==> src/rtl/uart_fifo_core.sv <==
// UART with oversampled receiver, transmitter and RX/TX FIFOs.
// Optional echo path re-queues good RX bytes for transmission.
module uart_fifo_core_fifo #(
    parameter int W  = 8,
    parameter int AW = 4
) (
    input  logic         clk,
    input  logic         reset,
    input  logic         wr,
    input  logic [W-1:0] wdata,
    input  logic         rd,
    output logic [W-1:0] rdata,
    output logic         empty,
    output logic         full
);
    logic [W-1:0] mem [2**AW];
    logic [AW:0]  wptr, rptr;
    logic         do_wr, do_rd;

    assign empty = (wptr == rptr);
    assign full  = (wptr[AW] != rptr[AW]) && (wptr[AW-1:0] == rptr[AW-1:0]);
    assign do_rd = rd && !empty;
    assign do_wr = wr && (!full || rd);
    assign rdata = empty ? '0 : mem[rptr[AW-1:0]];

    always_ff @(posedge clk) begin
        if (do_wr) mem[wptr[AW-1:0]] <= wdata;
    end

    always_ff @(posedge clk or posedge reset) begin
        if (reset) begin
            wptr <= '0;
            rptr <= '0;
        end else begin
            if (do_wr) wptr <= wptr + 1'b1;
            if (do_rd) rptr <= rptr + 1'b1;
        end
    end
endmodule

module uart_fifo_core #(
    parameter int DATA_BITS  = 8,
    parameter int OVERSAMPLE = 16,
    parameter int DIV_BITS   = 16,
    parameter int FIFO_EXP   = 4,
    parameter int PARITY     = 0,
    parameter int STOP_BITS  = 1
) (
    input  logic                 clk_50MHz,
    input  logic                 reset,
    input  logic [DIV_BITS-1:0]  baud_div,
    input  logic                 echo_en,
    input  logic                 rx,
    output logic                 tx,
    input  logic                 rx_rd,
    output logic [DATA_BITS-1:0] rx_data,
    output logic                 rx_empty,
    output logic                 rx_full,
    input  logic                 tx_wr,
    input  logic [DATA_BITS-1:0] tx_data,
    output logic                 tx_empty,
    output logic                 tx_full,
    output logic                 tx_busy,
    output logic                 parity_err,
    output logic                 frame_err,
    output logic [7:0]           overrun_cnt
);
    localparam int CW = $clog2(OVERSAMPLE * STOP_BITS) + 1;
    localparam logic [CW-1:0] HALF  = CW'(OVERSAMPLE / 2 - 1);
    localparam logic [CW-1:0] FULL  = CW'(OVERSAMPLE - 1);
    localparam logic [CW-1:0] STOPN = CW'(STOP_BITS * OVERSAMPLE - 1);
    localparam logic [2:0]    LAST  = 3'(DATA_BITS - 1);

    typedef enum logic [2:0] {
        S_IDLE, S_START, S_DATA, S_PAR, S_STOP
    } state_t;

    // Divisor is latched at wrap so a live change never shortens a tick.
    logic [DIV_BITS-1:0] div_q, tick_cnt;
    logic                tick;

    assign tick = (tick_cnt == div_q);

    always_ff @(posedge clk_50MHz or posedge reset) begin
        if (reset) begin
            tick_cnt <= '0;
            div_q    <= '0;
        end else if (tick) begin
            tick_cnt <= '0;
            div_q    <= baud_div;
        end else begin
            tick_cnt <= tick_cnt + 1'b1;
        end
    end

    state_t               rx_state, rx_next;
    logic                 rx_m, rx_s, rx_d;
    logic [CW-1:0]        rx_cnt;
    logic [2:0]           rx_bcnt;
    logic [DATA_BITS-1:0] rx_shift;
    logic                 rx_par;
    logic                 rx_fall, rx_hit, rx_stop, par_ok, rx_good;

    assign rx_fall = rx_d && !rx_s;
    assign rx_hit  = tick && (rx_cnt == ((rx_state == S_START) ? HALF : FULL));
    assign rx_stop = (rx_state == S_STOP) && rx_hit;
    assign par_ok  = (PARITY == 0) ||
                     (rx_par == ((^rx_shift) ^ (PARITY == 2)));
    assign parity_err = rx_stop && !par_ok;
    assign frame_err  = rx_stop && !rx_s;
    assign rx_good    = rx_stop && rx_s && par_ok;

    always_comb begin
        rx_next = rx_state;
        unique case (rx_state)
            S_IDLE:  if (rx_fall) rx_next = S_START;
            S_START: if (rx_hit) rx_next = rx_s ? S_IDLE : S_DATA;
            S_DATA:  if (rx_hit && rx_bcnt == LAST)
                         rx_next = (PARITY != 0) ? S_PAR : S_STOP;
            S_PAR:   if (rx_hit) rx_next = S_STOP;
            S_STOP:  if (rx_hit) rx_next = S_IDLE;
            default: rx_next = S_IDLE;
        endcase
    end

    always_ff @(posedge clk_50MHz or posedge reset) begin
        if (reset) begin
            rx_m     <= 1'b1;
            rx_s     <= 1'b1;
            rx_d     <= 1'b1;
            rx_state <= S_IDLE;
            rx_cnt   <= '0;
            rx_bcnt  <= '0;
            rx_shift <= '0;
            rx_par   <= 1'b0;
        end else begin
            rx_m     <= rx;
            rx_s     <= rx_m;
            rx_d     <= rx_s;
            rx_state <= rx_next;
            if (rx_state == S_IDLE) rx_cnt <= '0;
            else if (tick) rx_cnt <= rx_hit ? '0 : rx_cnt + 1'b1;
            if (rx_state == S_START) rx_bcnt <= '0;
            if (rx_state == S_DATA && rx_hit) begin
                rx_shift <= {rx_s, rx_shift[DATA_BITS-1:1]};
                rx_bcnt  <= rx_bcnt + 3'd1;
            end
            if (rx_state == S_PAR && rx_hit) rx_par <= rx_s;
        end
    end

    always_ff @(posedge clk_50MHz or posedge reset) begin
        if (reset) overrun_cnt <= '0;
        else if (rx_good && rx_full && !rx_rd && overrun_cnt != 8'hFF)
            overrun_cnt <= overrun_cnt + 8'd1;
    end

    logic                 txf_wr, tx_pop;
    logic [DATA_BITS-1:0] txf_wdata, tx_head;

    assign txf_wr    = tx_wr || (echo_en && rx_good);
    assign txf_wdata = tx_wr ? tx_data : rx_shift;

    uart_fifo_core_fifo #(.W(DATA_BITS), .AW(FIFO_EXP)) u_rx_fifo (
        .clk   (clk_50MHz),
        .reset (reset),
        .wr    (rx_good),
        .wdata (rx_shift),
        .rd    (rx_rd),
        .rdata (rx_data),
        .empty (rx_empty),
        .full  (rx_full)
    );

    uart_fifo_core_fifo #(.W(DATA_BITS), .AW(FIFO_EXP)) u_tx_fifo (
        .clk   (clk_50MHz),
        .reset (reset),
        .wr    (txf_wr),
        .wdata (txf_wdata),
        .rd    (tx_pop),
        .rdata (tx_head),
        .empty (tx_empty),
        .full  (tx_full)
    );

    state_t               tx_state, tx_next;
    logic [CW-1:0]        tx_cnt;
    logic [2:0]           tx_bcnt;
    logic [DATA_BITS-1:0] tx_shift;
    logic                 tx_par, tx_hit;

    assign tx_hit  = tick && (tx_cnt == ((tx_state == S_STOP) ? STOPN : FULL));
    assign tx_busy = (tx_state != S_IDLE) || tx_pop;

    // Popping at the last stop tick chains frames with no idle gap.
    always_comb begin
        tx_next = tx_state;
        tx_pop  = 1'b0;
        unique case (tx_state)
            S_IDLE: if (!tx_empty) begin
                tx_pop  = 1'b1;
                tx_next = S_START;
            end
            S_START: if (tx_hit) tx_next = S_DATA;
            S_DATA:  if (tx_hit && tx_bcnt == LAST)
                         tx_next = (PARITY != 0) ? S_PAR : S_STOP;
            S_PAR:   if (tx_hit) tx_next = S_STOP;
            S_STOP:  if (tx_hit) begin
                if (!tx_empty) begin
                    tx_pop  = 1'b1;
                    tx_next = S_START;
                end else begin
                    tx_next = S_IDLE;
                end
            end
            default: tx_next = S_IDLE;
        endcase
    end

    always_comb begin
        tx = 1'b1;
        unique case (tx_state)
            S_START: tx = 1'b0;
            S_DATA:  tx = tx_shift[0];
            S_PAR:   tx = tx_par;
            default: tx = 1'b1;
        endcase
    end

    always_ff @(posedge clk_50MHz or posedge reset) begin
        if (reset) begin
            tx_state <= S_IDLE;
            tx_cnt   <= '0;
            tx_bcnt  <= '0;
            tx_shift <= '0;
            tx_par   <= 1'b0;
        end else begin
            tx_state <= tx_next;
            if (tx_pop) begin
                tx_shift <= tx_head;
                tx_par   <= (^tx_head) ^ (PARITY == 2);
                tx_bcnt  <= '0;
                tx_cnt   <= '0;
            end else if (tx_state == S_IDLE) begin
                tx_cnt <= '0;
            end else if (tick) begin
                tx_cnt <= tx_hit ? '0 : tx_cnt + 1'b1;
            end
            if (tx_state == S_DATA && tx_hit) begin
                tx_shift <= {1'b0, tx_shift[DATA_BITS-1:1]};
                tx_bcnt  <= tx_bcnt + 3'd1;
            end
        end
    end
endmodule

==> config.mk <==
export PLATFORM = sky130hd
export DESIGN_NAME = uart_fifo_core
export DESIGN_NICKNAME = d
export VERILOG_FILES = /design/src/rtl/uart_fifo_core.sv
export SDC_FILE = /design/constraint.sdc
export NUM_CORES = 1
export LEC_CHECK = 0
export BUFFER_PORTS_ARGS = -buffer_cell sky130_fd_sc_hd__clkbuf_2
export CAP_MARGIN = 10
export CORE_MARGIN = 4
export CORE_UTILIZATION = 28
export DETAILED_ROUTE_END_ITERATION = 12
export PLACE_DENSITY = 0.47
export RECOVER_POWER = 50
export SLEW_MARGIN = 40
export SYNTH_ARGS = -nofsm -noshare
export SYNTH_HDL_FRONTEND = slang
export SYNTH_SLANG_ARGS = --single-unit
==> constraint.sdc <==
create_clock -name clk_50MHz -period 2.75 [get_ports clk_50MHz]
set_input_delay 0.275 -clock clk_50MHz [delete_from_list [all_inputs] [get_ports clk_50MHz]]
set_output_delay 0.275 -clock clk_50MHz [all_outputs]
set_load 0.02 [all_outputs]
==> impl.org, run 1 <==
** Floorplan
- Row generation in the floorplan step produced 85 rows.
- Die Height :: 241 um
- Die Wd :: 241 um
- Area of the die :: 0.0582 mm^2
- I/O pins :: 54
- Area inside the core boundary :: 0.0538 mm^2
- Effective utilization at floorplan :: 28.3%

** Synthesis
- Of the total synthesized cell area, the portion taken by full adders, half adders and majority gates is 1.48%.
- Mux contribution to synthesized area :: 12.0%
- The number of nets handed over by synthesis was 1002.
- Simple logic cell fraction of the synthesized area :: 8.58%
- Count of different cell masters after synthesis :: 63
- After Yosys synthesis, XOR and XNOR cells account for 3.74% of the synthesized area.
- Synth Area per Inst :: 16.0 um^2
- Area fraction in compound gates after synthesis :: 5.07%
- Sequential cells were found to cover 67.2% of the synthesized design area.
- Netlist area before placement :: 0.0152 mm^2
- Number of synthesis warnings :: 0
- Top FF cell, synth :: edfxtp_1
- Combinational family with the most area after synthesis :: multiplexers
- Post-Syn Instances :: 954
- Yosys reg bits :: 358
- Number of enable flip-flop cells after synthesis :: 256
- After synthesis, the share of flip-flops with an asynchronous set or reset is 28.5%.

** Timing
- Share of the clock period used by the worst path :: 104%
- Total setup violations reported at the end of the flow :: 97
- Hold Vio Cnt, Final :: 0
- Layout Skew :: 0.0287 ns
- Final period demand of the worst path :: 2.86 ns
- The number of max-slew violations in the final report is 0.
- Setup repair after global routing could not meet its margin everywhere.
- Highest clock frequency the design can meet :: 0.350 GHz
- Slew headroom :: 14.7%
- In the post-route analysis, the smallest setup slack over all paths is -0.109 ns.
- Final-layout worst hold slack :: 0.175 ns
- Post-Route Setup TNS :: -2.97 ns
- Transition time at the pin with the least slew margin :: 1.27 ns

** Detailed routing
- Number of routed nets with antenna violations :: 0
- Using the TritonRoute via totals, the vias-per-cell ratio works out to 4.68.
- The pre-antenna-repair detailed-routing pass consisted of 4 iterations.
- In this run, the number of DRC markers left after iteration 0 of detailed routing was 405.
- Wires add up to 35800 um.
- The detailed router placed 8743 vias in this run.
- After detailed routing, the number of remaining DRC violations is 0.
- In the final routed layout, each cell accounts on average for 19.1 um.

** Power and ir drop
- Pwr Total :: 15.8 mW
- Lkg Pwr :: 7.37 nW
- Cell Pwr Density :: 833 mW/mm^2
- The worst-case IR drop observed on VDD is 0.575 mV.

** Global route
- The first global-routing pass estimated 54200 um of wire.
- Number of global-route vias before repair :: 8774
- The initial antenna violation count is 0.
- Leftover overflow at the end of global routing :: 0
- For this run, the total global-route usage over all layers was measured as 12.2%.
- Maximum number of pins on one net before global-route repair :: 39

** Critical path
- Worst Path Class, Setup :: reg -> out
- Data on the critical path arrives at its endpoint at 2.58 ns.
- Worst setup slack for register-to-register paths :: -0.07 ns
- For the worst flop-to-flop path, the logic depth is 11.
- Startpoint Class :: register
- In this run the worst path has a maximum fanout of 7.
- For the worst setup path, the data required time is 2.48 ns.
- Worst Setup End Kind :: output port

** Clock network
- Clock-pin slew on the worst setup and hold paths :: 0.06 ns
- TritonCTS built the clock tree.
- Clock latency on the worst-skew pair, taken at its later pin, is 0.56 ns.
- Maximum number of buffers from clock root to sink :: 3
- The tree built by TritonCTS fans out to 358 sinks.
- The tree is rooted in a clkbuf_16.
- CTS built an H-tree with a depth of 2.
- TritonCTS created 40 clock buffers.

** Layout
- Number of non-filler instances in the completed layout :: 1868
- The post-route netlist has 31.1% of its cells at a drive strength greater than 1.
- Post-route standard cell area excluding fillers :: 0.0190 mm^2
- Commonest non-fill, non-tap cell in the layout :: edfxtp_1
- Commonest cells after routing, fill and taps aside :: edfxtp_1 (256), dfrtp_1 (96), nand2_1 (82)
- The final layout contains 1188 nets.
- Cells fill 35.2% of the core in the end.
- 0 antenna diodes ended up in the layout.
- Area added between synthesis and finish :: 24.4%

** Place
- In this run, placement finished with an instance count of 1768.
- Post-Place Setup Slack :: -0.159 ns
- During placement, the flow inserted port buffers numbering 52.
- After detailed placement, the total cell area comes to 0.0172 mm^2.
- Dpl hpwl :: 23900 um
- The congestion estimate from routability-driven global placement came to 0.772.

** Outcome
- Result of the run :: finished, violations left
- The checks that failed: negative setup slack.

** Flow run
- Max-cap violations in this run came to 0.

** Hold path
- Kind of path behind the tightest hold check :: in -> reg
- Along the worst hold path, the cell count comes to 3.
[metal layers]
metal | track usage (%) | part of all wire (%) | up-vias
met4 | 3.62 | 2.4 | 0
met2 | 19.1 | 47 | 159
met1 | 17.4 | 47 | 4477
met5 | 0 | 0 | -
li1 | - | - | 4051
met3 | 2.50 | 3.8 | 56
[layout make-up]
cell class / count / area (um^2)
fillers: 5157 / 34900
flip-flops and latches: 358 / 10200
multi-input cells: 546 / 4940
repair buffers: 186 / 1530
clock buffers: 50 / 1080
well taps: 696 / 871
clock inverters: 24 / 251
inverters: 8 / 31.3
[logic make-up after synthesis]
| logic type | after synthesis |
|---|---|
| buffers and inverters | 50 |
| other | 1 |
| adders and majority gates | 18 |
| muxes | 110 |
| and+or+nand+nor | 256 |
| DFF | 358 |
| xor gates and xnor gates | 65 |
| AOI/OAI and AO/OA | 96 |
[sequential cells by signal (all words and copies together) (netlist names), 8 cells and up]
name	cells
tx_shift	8
rx_shift	8
div_q	16
tick_cnt	16
overrun_cnt	8
u_rx_fifo.mem	128
u_tx_fifo.mem	128
[where the power goes]
group          total [mW]  switching [mW]  internal (mW)  leakage, nW
logic                3.97            2.12           1.85         2.79
registers            6.40           0.260           6.14         3.92
clock network        5.42            2.15           3.26        0.656
total                15.8            4.54           11.3         7.37
[worst paths after layout]
| check | startpoint | end |
|---|---|---|
| max | u_rx_fifo.rptr[0] | rx_data[4] |
| min | rx_rd | u_rx_fifo.rptr[0] |
| min in group asynchronous | reset | u_rx_fifo.rptr[4] |
| min reg2reg | rx_m | rx_s |
| max reg2reg | tick_cnt[7] | u_tx_fifo.mem[13][7] |
| max in group asynchronous | reset | u_tx_fifo.rptr[1] |
[cells in the mapped netlist (6+ instances only)]
| cell type | instances | area share (%) |
|---|---|---|
| xor2_1 | 37 | 2.1 |
| buf_2 | 13 | 0.43 |
| nand4_1 | 15 | 0.62 |
| xnor2_1 | 28 | 1.6 |
| o21ai_0 | 12 | 0.39 |
| mux2i_1 | 34 | 2.2 |
| nor2b_1 | 16 | 0.66 |
| and2_1 | 6 | 0.25 |
| clkbuf_1 | 13 | 0.32 |
| a221oi_1 | 12 | 0.69 |
| a22oi_1 | 7 | 0.34 |
| and3_1 | 20 | 0.82 |
| ha_1 | 18 | 1.5 |
| mux4_2 | 56 | 8.3 |
| nand2_1 | 87 | 2.1 |
| inv_1 | 8 | 0.20 |
| nand3_1 | 13 | 0.43 |
| nor2_1 | 48 | 1.2 |
| mux2_2 | 15 | 1.1 |
| a221o_1 | 7 | 0.46 |
| nor3_1 | 9 | 0.30 |
| a22o_1 | 6 | 0.34 |
| dfrtp_1 | 99 | 16 |
| a221oi_2 | 8 | 0.79 |
| or2_2 | 6 | 0.25 |
| a21oi_1 | 17 | 0.56 |
| edfxtp_1 | 256 | 50 |
[critical path, cell delays in order (launching register included)]
cell      delay [ns]
dfrtp_2         0.48
buf_6           0.20
mux4_2          0.55
mux4_2          0.49
nor2b_1         0.14
clkbuf_2        0.15
[timing repair]
item	4_1_cts	5_1_grt
hold buffers	18	0
cloned	1	1
setup endpoints to repair	191	270
hold endpoints to repair	40	0
pin swaps	6	17
buffers inserted	12	10
gates resized for setup	39	68
(Power assumes the default switching activity.)
==> inputs of run 2 (changes only) <==
CORE_ASPECT_RATIO = 1.75   (was not set)
CORE_MARGIN = 1.5   (was 4)
==> run 2 against run 1 <==
The run ends with max-capacitance violations, max-slew violations, negative setup slack left. Worst hold slack got worse by 0.16 ns. Cell area is 0.37% higher. Total power grew 0.98%. Critical path depth is the same. Cell count grew 0.70%. Sequential power about the same. First-iteration DRC count is 18% higher. Non-clock buffer count is 30 higher. Clock skew shrank 0.0095 ns. Worst setup slack lost 0.039 ns. Maximum frequency is 1.3% lower. Via count rose by 0.26%.
==> impl.org, run 2 (synthesis gave the netlist of run 1 again) <==
** Outcome
- Result of the run :: finished, violations left
- Violations in the final reports :: max-capacitance violations, max-slew violations, negative setup slack

** Critical path
- The worst setup path is of the reg -> out kind.
- Worst setup slack for register-to-register paths :: -0.04 ns
- Worst stage delay on the critical path :: 0.57 ns
- The worst register-to-register path has a depth of 11.
- CP top delay family :: multiplexers
- Buf/Inv on CP :: 2
- Cell with the biggest individual delay on the critical path :: dfrtp_4
- The startpoint identified for the worst register-to-register timing path is tick_cnt[3].
- Worst Setup End Kind :: output port
- Endpoint of the worst-slack reg-to-reg timing path :: u_tx_fifo.mem[12][6]
- Top fanout value on the critical path :: 8
- In this design, the critical path's most frequently occurring cell is mux4_2.
- At the worst endpoint, the required time is 2.48 ns.
- STA classifies the critical path startpoint as a register.
- Walking the worst path, the cells encountered are buf_12 > mux4_2 > mux4_2 > nor2b_1 > buf_2.
- Signal arrival time at the worst endpoint :: 2.62 ns

** Detailed routing
- After detailed routing, the number of vias per cell comes to 4.66.
- For this block, the via count after detailed routing is 8766.
- The detailed router finished its first iteration with 477 violations.
- After detailed routing, the total wire length is 38400 um.
- DRC errors left :: 0
- After detailed routing, the average wire length per cell comes to 20.4 um.
- Length of the first detailed-routing pass in iterations :: 4
- The detail route stage leaves a number of antenna-violating nets equal to 0.

** Hold path
- Counting instances, the worst hold path has a depth of 3.
- The min-delay analysis places its worst path in the category in -> reg.
- The startpoint identified for the worst hold timing path is baud_div[0].
- For hold timing, the worst endpoint is div_q[0].

** Clock network
- The clock reaches the later pin of the worst-skew pair after 0.55 ns.
- Clock-pin slew on the worst setup and hold paths :: 0.06 ns
- In this run, CTS created clock tree buffers numbering 35.
- In this run the number of H-tree levels came out at 2.
- No sink is reached through more buffers than the 3 on the longest clock path.
- Clock tree synthesis selected as its root buffer the cell clkbuf_16.
- CTS tree :: done
- CTS saw 358 sinks.

** Global route
- In the global route stage, overall resource usage came out at 14.1%.
- For this run the aggregate overflow at the end of global routing stands at 0.
- Number of global-route vias before repair :: 9448
- Maximum number of pins on one net before global-route repair :: 68
- The first global-routing pass estimated 58200 um of wire.
- The initial antenna violation count came to 1.

** Timing
- Counting I/O delays and the setup requirement, the final critical path takes 2.90 ns.
- Setup repair after global routing could not meet its margin everywhere.
- Timing would allow up to 0.345 GHz.
- After layout, the worst path uses 105% of the clock period.
- After layout, the worst setup slack is -0.148 ns.
- Layout Skew :: 0.0192 ns
- Total setup violations reported at the end of the flow :: 71
- Final-layout worst hold slack :: 0.00979 ns
- At the pin with the least slew margin, the transition time is 1.59 ns.
- The final count of hold timing violations was 0.
- The worst pin sits at a relative slew slack of -6.07%.
- Final Max Tran Viols :: 68

** Layout
- Commonest non-fill, non-tap cell in the layout :: edfxtp_1
- Compared with the post-synthesis result, the final layout area differs by 24.9%.
- Commonest cells after routing, fill and taps aside :: edfxtp_1 (256), buf_4 (120), dfrtp_1 (96)
- In the final design database the tool counted 1213 nets.
- Once layout is done, the placed cells without fillers occupy 0.0190 mm^2.
- Cells fill 35.2% of the core in the end.
- Fraction of layout instances using a drive strength above 1 :: 32.2%
- The repair_antennas step left the layout with diodes totalling 0.

** Place
- Placed cell area :: 0.0174 mm^2
- During placement, the flow inserted port buffers numbering 52.
- Final estimated routing congestion in global placement :: 0.814
- Dpl hpwl :: 27300 um

** Floorplan
- The core region is 0.0540 mm^2.
- The die is 179 um wide.
- Effective utilization at floorplan :: 28.2%
- Row generation in the floorplan step produced 113 rows.
- Measured along the y axis, the die boundary spans 312 um.
- Area of the die :: 0.0559 mm^2
- I/O pins :: 54

** Flow run
- Across the run, the number of max-cap violations was 1.

** Power and ir drop
- Peak ir drop on the vdd network :: 0.390 mV
- For this design the ratio of total power to cell area is 838 mW/mm^2.
- Lkg Pwr :: 7.39 nW
## run 2: changes by cell type in the layout (fill, tap and decap cells not counted), sizes merged, moves of 3 or more
cell,before,now
bufinv,5,2
buf,116,151
clkbuf,102,96
clkinv,16,10
## run 2: worst max path at each step
stage	to	depth (start not counted)	from	slack (ns)
after floorplan	u_rx_fifo.mem[0][0]	8	tick_cnt[0]	-0.11
after global placement	u_tx_fifo.mem[4][3]	9	div_q[0]	-0.14
after detailed placement	u_tx_fifo.mem[4][3]	9	div_q[0]	-0.13
after CTS	frame_err	10	div_q[14]	-0.23
after global routing	frame_err	10	tick_cnt[3]	-0.22
final	rx_data[5]	5	u_rx_fifo.rptr[0]	-0.15
## run 2: worst reg2reg max path, delay by kind of cell, from the launching register on
family	cells	cell delay [ns]
flops	1	0.39
buf+inv	4	0.58
xor+xnor	1	0.17
simple gates	5	1.21
compound gates	1	0.15
## run 2: per-stage QoR
stage / setup slack [ns] / cells / total power, mW / setup TNS [ns]
after floorplan: -0.107 / 954 / 9.12 / -2.57
after global placement: -0.145 / 1799 / 10.9 / -8.88
after detailed placement: -0.127 / 1799 / 10.9 / -8.84
after CTS: -0.234 / 1886 / 16.1 / -15.10
after global routing: -0.218 / 1881 / 16.6 / -13.78
final: -0.148 / 1881 / 15.9 / -1.56
## run 2: metal layers
metal / share of wire [%] / track usage [%]
met5: 0.034 / 0
met1: 34 / 13.8
met4: 3.4 / 5.47
met2: 60 / 28.9
met3: 2.3 / 1.67
## run 2: what timing repair did
action	in CTS	in global routing
pin swaps	9	10
hold buffers	17	0
hold endpoints to repair	29	0
endpoints found under the setup margin	149	218
gates cloned	2	1
resized for setup	70	42
buffers inserted	8	4
## run 2: cell type report
type / count / area [um^2]
clock buffer: 48 / 1000
clock inverter: 15 / 159
fill: 5178 / 35000
inverter: 8 / 31.3
multi-input combinational: 546 / 4940
sequential: 358 / 10200
tap: 690 / 863
timing repair buffer: 216 / 1790
## run 2: where the power goes
part	internal, mW	switching (mW)
logic	2.28	2.37
registers	6.14	0.266
clock network	2.77	2.12
total	11.2	4.75
